<file path="src/rtl/sm_adc_spi_responder.sv">
`default_nettype none
// ============================================================================
// | Module   : sm_adc_spi_responder                                          |
// | Purpose  : Responder for an 8-channel, 12-bit serial ADC interface with   |
// |            ADC128S022-style framing. Oversamples the master's SCK, CS_N  |
// |            and DIN on clk and returns preloaded per-channel samples on   |
// |            DOUT, so the ADC path can be closed without a physical ADC.   |
// | Ports    : clk, rst_n     - system clock (>= 8x SCK), sync active-low rst|
// |            ch_data        - channel c sample at [c*DATA_W +: DATA_W]     |
// |            adc_sck/cs_n/din - master serial interface (async to clk)     |
// |            adc_dout       - serial data back to the master               |
// |            adc_dout_oe    - high while the frame is active (tri-state)   |
// |            frame_done     - one-clk pulse on the 16th SCK rising edge    |
// |            cur_ch         - channel of the current or last frame         |
// | Options  : `define ADC_RESP_FRAME_ERR_EN adds frame_err (sticky) and     |
// |            err_cnt (saturating abort count).                             |
// | Revision : 1.0 - initial release                                         |
// ============================================================================
module sm_adc_spi_responder #(
    parameter int DATA_W      = 12,
    parameter int NUM_CH      = 8,
    parameter int SYNC_STAGES = 2   // must be 2 or more
) (
    input  logic                     clk,
    input  logic                     rst_n,
    input  logic [NUM_CH*DATA_W-1:0] ch_data,
    input  logic                     adc_sck,
    input  logic                     adc_cs_n,
    input  logic                     adc_din,
    output logic                     adc_dout,
    output logic                     adc_dout_oe,
    output logic                     frame_done,
`ifdef ADC_RESP_FRAME_ERR_EN
    output logic                     frame_err,
    output logic [7:0]               err_cnt,
`endif
    output logic [2:0]               cur_ch
);

    localparam int         c_FRAME_SCK = 16;
    localparam logic [1:0] c_ST_IDLE   = 2'd0;
    localparam logic [1:0] c_ST_ACTIVE = 2'd1;
    localparam logic [1:0] c_ST_HOLD   = 2'd2;

    logic [SYNC_STAGES-1:0] r_sck_sync;
    logic [SYNC_STAGES-1:0] r_cs_sync;
    logic [SYNC_STAGES-1:0] r_din_sync;
    logic                   r_sck_prev;
    logic                   r_cs_prev;
    logic [1:0]             r_state;
    logic [4:0]             r_rise_cnt;
    logic [4:0]             r_fall_cnt;
    logic [2:0]             r_addr;
    logic [2:0]             r_next_ch;
    logic [c_FRAME_SCK-1:0] r_shift;

    logic              w_sck;
    logic              w_cs_n;
    logic              w_din;
    logic              w_sck_rise;
    logic              w_sck_fall;
    logic              w_cs_rise;
    logic              w_cs_fall;
    logic [DATA_W-1:0] w_sample;
    logic [2:0]        w_addr_ch;

    assign w_sck      = r_sck_sync[SYNC_STAGES-1];
    assign w_cs_n     = r_cs_sync[SYNC_STAGES-1];
    assign w_din      = r_din_sync[SYNC_STAGES-1];
    assign w_sck_rise = w_sck & ~r_sck_prev;
    assign w_sck_fall = ~w_sck & r_sck_prev;
    assign w_cs_rise  = w_cs_n & ~r_cs_prev;
    assign w_cs_fall  = ~w_cs_n & r_cs_prev;

    // r_next_ch is always below NUM_CH, so this select stays in range.
    assign w_sample  = ch_data[int'(r_next_ch)*DATA_W +: DATA_W];
    // Out-of-range addresses fold back onto the implemented channels.
    assign w_addr_ch = 3'(int'(r_addr) % NUM_CH);

    always_ff @(posedge clk) begin
        if (!rst_n) begin
            r_sck_sync  <= '0;
            r_cs_sync   <= '1;
            r_din_sync  <= '0;
            r_sck_prev  <= 1'b0;
            r_cs_prev   <= 1'b1;
            r_state     <= c_ST_IDLE;
            r_rise_cnt  <= '0;
            r_fall_cnt  <= '0;
            r_addr      <= '0;
            r_next_ch   <= '0;
            r_shift     <= '0;
            adc_dout    <= 1'b0;
            adc_dout_oe <= 1'b0;
            frame_done  <= 1'b0;
            cur_ch      <= '0;
        end else begin
            r_sck_sync <= {r_sck_sync[SYNC_STAGES-2:0], adc_sck};
            r_cs_sync  <= {r_cs_sync[SYNC_STAGES-2:0], adc_cs_n};
            r_din_sync <= {r_din_sync[SYNC_STAGES-2:0], adc_din};
            r_sck_prev <= w_sck;
            r_cs_prev  <= w_cs_n;
            frame_done <= 1'b0;

            case (r_state)
                c_ST_IDLE: begin
                    adc_dout    <= 1'b0;
                    adc_dout_oe <= 1'b0;
                    if (w_cs_fall) begin
                        // Sample is frozen here; later ch_data changes do not
                        // reach this frame. The leading zero drives out now.
                        cur_ch      <= r_next_ch;
                        r_shift     <= c_FRAME_SCK'(w_sample);
                        r_rise_cnt  <= '0;
                        r_fall_cnt  <= '0;
                        adc_dout_oe <= 1'b1;
                        adc_dout    <= 1'b0;
                        r_state     <= c_ST_ACTIVE;
                    end
                end

                c_ST_ACTIVE: begin
                    // CS edges win over a coincident SCK edge.
                    if (w_cs_rise) begin
                        if (r_rise_cnt >= 5'd5) begin
                            r_next_ch <= w_addr_ch;
                        end
                        adc_dout    <= 1'b0;
                        adc_dout_oe <= 1'b0;
                        r_state     <= c_ST_IDLE;
                    end else if (w_sck_rise) begin
                        r_rise_cnt <= r_rise_cnt + 5'd1;
                        case (r_rise_cnt)
                            5'd2:  r_addr[2] <= w_din;
                            5'd3:  r_addr[1] <= w_din;
                            5'd4:  r_addr[0] <= w_din;
                            5'd15: begin
                                r_next_ch  <= w_addr_ch;
                                frame_done <= 1'b1;
                                r_state    <= c_ST_HOLD;
                            end
                            default: ;
                        endcase
                    end else if (w_sck_fall) begin
                        // Each falling edge presents the next frame bit; the
                        // CS-fall zero was bit 15, so falls 1..15 give 14..0.
                        if (r_fall_cnt < 5'd15) begin
                            r_fall_cnt <= r_fall_cnt + 5'd1;
                            r_shift    <= {r_shift[c_FRAME_SCK-2:0], 1'b0};
                            adc_dout   <= r_shift[c_FRAME_SCK-2];
                        end
                    end
                end

                c_ST_HOLD: begin
                    // LSB stays on the line; extra SCK edges are ignored.
                    if (w_cs_rise) begin
                        adc_dout    <= 1'b0;
                        adc_dout_oe <= 1'b0;
                        r_state     <= c_ST_IDLE;
                    end
                end

                default: r_state <= c_ST_IDLE;
            endcase
        end
    end

`ifdef ADC_RESP_FRAME_ERR_EN
    logic w_abort;
    logic w_stray_sck;

    assign w_abort     = (r_state == c_ST_ACTIVE) && w_cs_rise;
    assign w_stray_sck = w_cs_n && (w_sck_rise || w_sck_fall);

    always_ff @(posedge clk) begin
        if (!rst_n) begin
            frame_err <= 1'b0;
            err_cnt   <= '0;
        end else begin
            if (w_abort || w_stray_sck) begin
                frame_err <= 1'b1;
            end
            if (w_abort && (err_cnt != 8'hFF)) begin
                err_cnt <= err_cnt + 8'd1;
            end
        end
    end
`endif

endmodule
`default_nettype wire

</file>
<file path="config.mk">
export PLATFORM = sky130hd
export DESIGN_NAME = sm_adc_spi_responder
export DESIGN_NICKNAME = d
export VERILOG_FILES = /design/src/rtl/sm_adc_spi_responder.sv
export SDC_FILE = /design/constraint.sdc
export NUM_CORES = 1
export LEC_CHECK = 0
export CAP_MARGIN = 10
export CORE_MARGIN = 2
export CORE_UTILIZATION = 45
export CTS_CLUSTER_DIAMETER = 120
export DETAILED_ROUTE_END_ITERATION = 16
export PLACE_DENSITY_LB_ADDON = 0.12
export SLEW_MARGIN = 25
export SYNTH_ARGS = -nofsm -noshare
export SYNTH_HDL_FRONTEND = slang
export SYNTH_SLANG_ARGS = --single-unit
</file>
<file path="constraint.sdc">
create_clock -name clk -period 2.66 [get_ports clk]
set_clock_uncertainty 0.2 [all_clocks]
set_input_delay 0.532 -clock clk [delete_from_list [all_inputs] [get_ports clk]]
set_output_delay 0.532 -clock clk [all_outputs]
set_load 0.03 [all_outputs]
</file>
---- After elaboration in Yosys (flattened, before gate mapping) ----
Cells that the tools add are included.
storage, ports and cells
  bits in registers ....................... 47
  output and inout port bits .............. 6
  input port bits ......................... 101
operators by class
  order comparisons ....................... 2
  reductions and logical operators ........ 18
  eq/ne operators ......................... 20
  muxes and demuxes ....................... 34
  shift-type cells ........................ 1
  bitwise logic cells ..................... 12
  $add $sub $neg .......................... 2
  multiply operators ...................... 1
operators with widths
  kind                   number
  $shiftx A96 B8 Y12     1
  $mux W15               5
  $mux W5                7
  $pmux W15 S2           1
  $reduce_and A4 Y1      6
  $pmux W5 S2            2
  $ne A2 B2 Y1 const B   7
  $mux W3                4
  $ne A3 B3 Y1 const B   4
  $add A5 B1 Y5 const B  2
  $eq A5 B2 Y1 const B   2
  $mux W2                5
  $not A1 Y1             8
  $reduce_bool A2 Y1     4
  $mux W1                7
  $pmux W2 S3            1
  $reduce_and A6 Y1      1
  $eq A5 B3 Y1 const B   1
  $eq A5 B4 Y1 const B   1
  $ge A5 B3 Y1 const B   1
  $lt A5 B4 Y1 const B   1
  $mul A3 B2 Y5 const B  1
  $reduce_and A5 Y1      1
  $and A1 B1 Y1          4
  11 further kinds       13

---- Logic depth before layout (Yosys ltp) ----
Gate-level depths: netlist of run 1.
  word-level depth ........................ 6
  gate-level depth with buffers ........... 8

---- Worst setup path before layout of run 1 ----
Ideal clock, no wire load.
  path type ............................... reg-to-reg
  from .................................... reg r_state[1]
  to ...................................... reg r_shift[10]
  data arrival time ....................... 1.595 ns
  stages on the path, launching flop included .. 8
  setup slack ............................. 0.729 ns
  clock period less this slack ............ 1.931 ns
  buffers on the path ..................... 1
  path through ............................ dfxtp_1 -> inv_1 -> ha_1 -> inv_2 -> a31oi_1 -> o32ai_2 -> clkbuf_1 -> a31oi_1
on the way
  word-level cells in the longest chain between the ends .. 3
  elaborated cells between the ends (all ways) .. 10
ends and longest elaborated chain
  item                                                          line  RTL
  start, declared                                               50    logic [1:0] r_state;
  start signal, assigned                                        87    r_state <= c_ST_IDLE;
  start signal, assigned                                        118   r_state <= c_ST_ACTIVE;
  start signal, assigned                                        130   r_state <= c_ST_IDLE;
  $eq A2 B1 Y1 or $logic_not A2 Y1 (tied branches)              105   case (r_state)
  $ne A2 B2 Y1 (no line) or $reduce_bool A2 Y1 (tied branches)  n/a
  $reduce_and A6 Y1 (no line)                                   n/a
  end signal, assigned                                          113   r_shift <= c_FRAME_SCK'(w_sample);
  end signal, assigned                                          149   r_shift <= {r_shift[c_FRAME_SCK-2:0], 1'b0};
  end, declared                                                 55    logic [c_FRAME_SCK-1:0] r_shift;
Several ways; a longest one is shown, not always the timed one.
A chain may end at the register's enable or synchronous reset.

---- Final worst setup path of run 1 ----
  from .................................... reg r_state[0]
  to ...................................... reg r_shift[3]
The elaborated chain is that of the path after synthesis.

==> results of run 1 <==
[per-layer routing]
| layer | vias to the layer above | track usage (%) |
|---|---|---|
| met5 | - | 0 |
| met4 | 0 | 7.771 |
| met2 | 94 | 38.11 |
| met3 | 16 | 5.539 |
| li1 | 1248 | - |
| met1 | 1197 | 25.44 |
[kinds of logic after synthesis]
kind of cell	synth area share (%)
compound gates	11.73
flops	32.91
buf+inv	6.390
xor+xnor	0.9192
simple gates	14.75
fa+ha+maj	4.376
mux	28.93
[registers in the layout, summed over array words and instances (netlist names), 3 cells and up]
| name | cells |
|---|---|
| r_shift | 15 |
| r_next_ch | 3 |
| r_rise_cnt | 5 |
| cur_ch | 3 |
| r_fall_cnt | 5 |
| r_addr | 3 |
[through the flow]
stage | hold WS (ps) | total power [mW] | setup slack (ps) | util [%]
floorplan | 186.3 | 0.9435 | 728.9 | -
global placement | 195.2 | 1.131 | 456.9 | 63.43
detailed placement | 204.8 | 1.139 | 422.2 | 63.43
CTS | 226.2 | 1.750 | 414.8 | 65.62
global route | 259.9 | 1.819 | 249.4 | 65.62
finish | 222.6 | 1.741 | 451.6 | 65.62
[placed cells by master (no fill, tap or decap), types with 2 or more instances in the layout]
master / netlist / routed
inv_1: 7 / 7
mux4_2: 18 / 18
nor3_1: 2 / 2
clkdlybuf4s50_1: 0 / 106
buf_4: 1 / 10
bufinv_16: 0 / 2
dfxtp_1: 47 / 47
nand3b_1: 2 / 2
ha_1: 10 / 10
nand2_1: 35 / 35
a41oi_1: 2 / 2
nand2b_1: 6 / 6
o21ai_1: 14 / 14
nor2_1: 29 / 29
mux2_2: 11 / 11
mux2i_1: 14 / 14
xor2_1: 2 / 2
clkbuf_8: 0 / 5
o21ai_0: 2 / 2
nand4_1: 4 / 4
and3_1: 2 / 2
a21oi_1: 11 / 11
and2_1: 6 / 6
mux4_1: 6 / 6
nand3_1: 6 / 6
a31oi_1: 12 / 12
[area by class of cell]
class | instances | area [µm²] | share of cell area, %
clock inverters | 3 | 67.56 | 1.650
clock buffers | 5 | 68.82 | 1.680
repair buffers | 117 | 1156 | 28.23
inverters | 8 | 30.03 | 0.7333
flip-flops and latches | 47 | 940.9 | 22.98
multi-input cells | 208 | 1735 | 42.38
well taps | 77 | 96.34 | 2.353
[power by group]
part           switching [mW]  total (mW)  internal (mW)
Combinational           0.152       0.377          0.225
Sequential             0.0174       0.744          0.727
Clock                   0.244       0.619          0.375
[path summary, 6_finish.rpt]
check,from,to,slack [ps],depth (start not counted)
hold / removal,r_cs_sync[0]$_SDFF_PN1_,r_cs_sync[1]$_SDFF_PN1_,220,1
hold reg to reg,r_cs_sync[0]$_SDFF_PN1_,r_cs_sync[1]$_SDFF_PN1_,220,1
setup reg to reg,r_state[0]$_SDFFE_PN0P_,r_shift[3]$_SDFFE_PN0P_,450,7
setup / recovery,r_state[0]$_SDFFE_PN0P_,r_shift[3]$_SDFFE_PN0P_,450,7
==> results.yml, run 1 <==
worst_setup_path:
  slowest_stage: "o32ai_2"
  cpLargestDelayFamily: "compound AO/OA/AOI/OAI gates"
  endpoint_kind: "flip-flop"
  start_kind: "flip-flop"
  arrival_ps: 2230
  cp.required_ps: 2680
  crit_chain: "inv_1 > ha_1 > mux2i_1 > o32ai_2 > buf_4 > o21ai_1 > a31oi_1"
  path_max_fanout: 16
  path_class: "flip-flop to flip-flop"
  crit_buf_inv: 2
  critical_path.max_stage_delay_ps: 430
yosys:
  yosys.cell_count.top_type: "dfxtp_1"
  async_flop_share_pct: 0
  avgSynthCellArea_um2: 10.14
  syn_area_um2: 2859
  synth_nets: 393
  yosysTopAreaCellShare_pct: 32.91
  seq_area_frac_synth_pct: 32.91
  synth_top_area_cell: "dfxtp_1"
  synth_edf_count: 0
  ys.flop_type: "dfxtp_1"
  ys_warn_count: 0
  ys_ff_latch: 47
  ys_top_cells_by_area: "dfxtp_1 (33%), mux4_2 (14%), mux4_1 (5.5%)"
  synth_common_cells: "dfxtp_1 (47), nand2_1 (35), nor2_1 (29)"
  synthCells: 282
  synth_cell_types: 43
clock_tree:
  cts.reportedPaths.clkPinSlew_ps: 90
  cts_resized: 0
  clock-sinks: 47
  cts_buffers: 5
  hold_buffers: 0
  cts_tree: "yes"
  insertion_delay_ps: 300
  root_buffer: "clkbuf_8"
  ctsHtreeMaxLevel: 2
  post_cts_buffers: 0
  cts_max_path_buffers: 2
final_layout:
  nets: 498
  drive_above_1_share_pct: 13.40
  instances_no_fill: 465
  fillers: 529
  stdcell_area_um2: 4095
  diodes: 0
  synthToLayoutAreaGrowth_pct: 43.24
die:
  dieArea_um2: 7007
  die_x_um: 83.71
  core_region_area_um2: 6241
  die_h_um: 83.71
  num_io_pins: 107
  initial_utilization_pct: 45.81
  row_count: 29
status:
  status: "completed"
timing:
  timing.fmax_mhz: 452.8
  worstMarginPinSlew_ps: 663.7
  fin_crit_sh_pct: 83.02
  setup-violations-final: 0
  hold_violations: 0
  maxSlewViolCount: 0
  rsz0062_at_grt: "false"
  layout_min_cycle_time_ps: 2208
  relSlewSlack_pct: 55.69
  fin_tns_setup_ps: 0
global_routing:
  grt_usage_pct: 21.66
  grt_pass1_wl_mm: 12.14
  grt_pass1_vias: 2567
  grt_start_max_net_pins: 27
  antenna_found_initial: 0
  grt-ovfl-total: 0
pwr:
  power_density_nw_per_um2: 425.1
  max-vdd-ir-drop_mv: 0.3003
  p_leak_nw: 1.549
placed_design:
  gp_congestion: 0.7855
  placed_area_um2: 3959
  dp_hpwl_mm: 5.859
  numPortBuffers: 106
  dpl.cell_count: 457
routing:
  top_layer_used: "met4"
  viasPerCell: 5.495
  wl_met1_mm: 2.986
  wl_per_cell_um: 15.98
  postRouteAntennaNets: 0
  drt_iter0_drc: 127
  totalWireLength_mm: 7.430
  dr_wl_met2_mm: 3.792
  routed-wl-met3_um: 466
  vias: 2555
  drtPass1Iterations: 4
  drc: 0
flow_run:
  max_cap_violations: 0
min_path:
  hold_class: "flip-flop to flip-flop"
Power figures use the tool's default switching activity.
==> run 2: changes to the inputs <==
==> constraint.sdc (replaced) <==
create_clock -name clk -period 2.2 [get_ports clk]
set_clock_uncertainty 0.2 [all_clocks]
set_input_delay 0.44 -clock clk [delete_from_list [all_inputs] [get_ports clk]]
set_output_delay 0.44 -clock clk [all_outputs]
set_load 0.03 [all_outputs]
==> run 2 against run 1 <==
Net effect:
- sequential power increased by 21%
- highest routed layer unchanged
- critical path depth stayed put
- maximum frequency is 6.0% higher
- critical endpoint is now r_fall_cnt[2]$_SDFFE_PN0P_
- sequential cell count unchanged
- combinational power up 24%
- largest cell class unchanged
==> results.yml, run 2 (synthesis results as in run 1) <==
worst_setup_path:
  crit_buf_inv: 2
  r2r_slack_ps: 120
  endpoint_kind: "flip-flop"
  cpLargestDelayFamily: "compound AO/OA/AOI/OAI gates"
  critical_path.max_stage_delay_ps: 400
  path_class: "flip-flop to flip-flop"
  crit_chain: "inv_1 > ha_1 > mux2i_2 > o32ai_2 > buf_12 > a211oi_1 > a31o_1"
  crit_cells: 7
  timing.rr.end: "r_fall_cnt[2]$_SDFFE_PN0P_"
  slowest_stage: "dfxtp_1"
  cp-endpoint: "r_fall_cnt[2]$_SDFFE_PN0P_"
  arrival_ps: 2080
  path_max_fanout: 31
  cp.required_ps: 2200
  reg2reg_depth: 7
  rr_startpoint: "r_state[1]$_SDFFE_PN0P_"
  start_kind: "flip-flop"
  critPathLaunch: "r_state[1]$_SDFFE_PN0P_"
clock_tree:
  insertion_delay_ps: 300
  cts_buffers: 5
  cts_max_path_buffers: 2
  cts.reportedPaths.clkPinSlew_ps: 90
  root_buffer: "clkbuf_8"
  ctsHtreeMaxLevel: 2
  clock-sinks: 47
  cts_tree: "yes"
  post_cts_buffers: 0
die:
  num_io_pins: 107
  dieArea_um2: 7007
  die_x_um: 83.71
  die_h_um: 83.71
  row_count: 29
  initial_utilization_pct: 45.81
  core_region_area_um2: 6241
global_routing:
  grt-ovfl-total: 0
  grt_pass1_wl_mm: 11.43
  grt_start_max_net_pins: 32
  antenna_found_initial: 0
  grt_pass1_vias: 2501
  grt_usage_pct: 20.10
final_layout:
  reg_top3: "r_shift: 15 flops, r_fall_cnt: 5 flops, r_rise_cnt: 5 flops"
  final_common_cell: "clkdlybuf4s50_1"
  stdcell_area_um2: 4091
  nets: 499
  drive_above_1_share_pct: 14.40
  diodes: 0
  largest-register: "r_shift"
  synthToLayoutAreaGrowth_pct: 43.11
  largest_register_ffs: 15
  layout_common_cells: "clkdlybuf4s50_1 (106), dfxtp_1 (47), nand2_1 (35)"
  final_core_util_pct: 65.56
  instances_no_fill: 466
pwr:
  p_leak_nw: 1.539
  seq_power_share_pct: 47.3
  swShare_pct: 26.92
  power_switching_uw: 511.8
  max-vdd-ir-drop_mv: 0.2854
  total_power_mw: 1.901
  pwr-share-clk_pct: 28.1
  power_density_nw_per_um2: 464.7
  internal_power_mw: 1.389
  combPwrFrac_pct: 24.6
routing:
  drtPass1Iterations: 4
  wl_per_cell_um: 15.32
  postRouteAntennaNets: 0
  totalWireLength_mm: 7.141
  drc: 0
  drt_iter0_drc: 110
  viasPerCell: 5.416
  vias: 2524
placed_design:
  dp_hpwl_mm: 5.721
  placed_area_um2: 3991
  post-place-ws_ps: 14.32
  gp_congestion: 0.8082
  numPortBuffers: 106
  dpl.cell_count: 458
timing:
  rsz0062_at_grt: "false"
  maxSlewViolCount: 0
  timing.fmax_mhz: 479.9
  layout_min_cycle_time_ps: 2084
  relSlewSlack_pct: 53.42
  setup-violations-final: 0
  setup_ws_ps: 116.1
  fin_tns_setup_ps: 0
  whs_ps: 215.9
  hold_violations: 0
  fin_crit_sh_pct: 94.72
  worstMarginPinSlew_ps: 697.9
status:
  status: "completed"
min_path:
  hold_class: "flip-flop to flip-flop"
flow_run:
  max_cap_violations: 0
## run 2: changes by cell type in the layout (fill, tap and decap cells not counted)
cell and delta:
mux2i_2 +1, inv_6 +2, nor2_2 +1, buf_4 -1, mux2i_1 -1, buf_12 +2
clkinv_2 +1, nor2_1 -1, clkinvlp_4 -1, bufinv_16 -2, ha_1 -1, ha_2 +1
## run 2: repair_timing
action,in CTS,in global routing
endpoints found under the hold margin,0,0
pin swaps,0,0
setup endpoints to repair,1,2
hold buffers,0,0
gates resized for setup,1,2
## run 2: layout make-up
type                       count  area [µm²]
clock inverter                 3       22.52
sequential                    47       940.9
clock buffer                   5       68.82
tap                           77       96.34
inverter                       8       30.03
multi-input combinational    208        1744
timing repair buffer         118        1189
fill                         529        2150
## run 2: metal layers
metal / up-vias / GRT usage (%) / part of all wire, %
li1: 1253 / - / -
met1: 1177 / 25.03 / 43
met2: 87 / 35.05 / 50
met3: 7 / 4.946 / 6.1
met4: 0 / 4.839 / 1.0
met5: - / 0 / 0
## run 2: worst min-delay path by stage
stage	from	endpoint	slack, ps	cells past startpoint
after floorplan	r_cs_sync[0]$_SDFF_PN1_	r_cs_sync[1]$_SDFF_PN1_	190	1
after global placement	r_cs_sync[0]$_SDFF_PN1_	r_cs_sync[1]$_SDFF_PN1_	190	1
after detailed placement	r_cs_sync[0]$_SDFF_PN1_	r_cs_sync[1]$_SDFF_PN1_	190	1
after CTS	r_cs_sync[0]$_SDFF_PN1_	r_cs_sync[1]$_SDFF_PN1_	220	1
after global routing	r_cs_sync[0]$_SDFF_PN1_	r_cs_sync[1]$_SDFF_PN1_	230	1
final	r_cs_sync[0]$_SDFF_PN1_	r_cs_sync[1]$_SDFF_PN1_	220	1
## run 2: power by group through the flow
stage          clock, mW  combinational (mW)  sequential (mW)
2_1_floorplan          0               0.225            0.916
3_3_place_gp           0               0.453            0.918
3_5_place_dp           0               0.461            0.919
4_1_cts            0.544               0.464            0.899
5_1_grt            0.588               0.506            0.903
6_report           0.534               0.467            0.900
## run 2: worst register-to-register path, delay by kind of cell, from the launching register on
kind                     cells  cell delay [ps]
flip-flops                   1              400
adder cells (fa/ha/maj)      1              270
buffers and inverters        2              310
multiplexers                 1              220
AO/OA/AOI/OAI                3              590
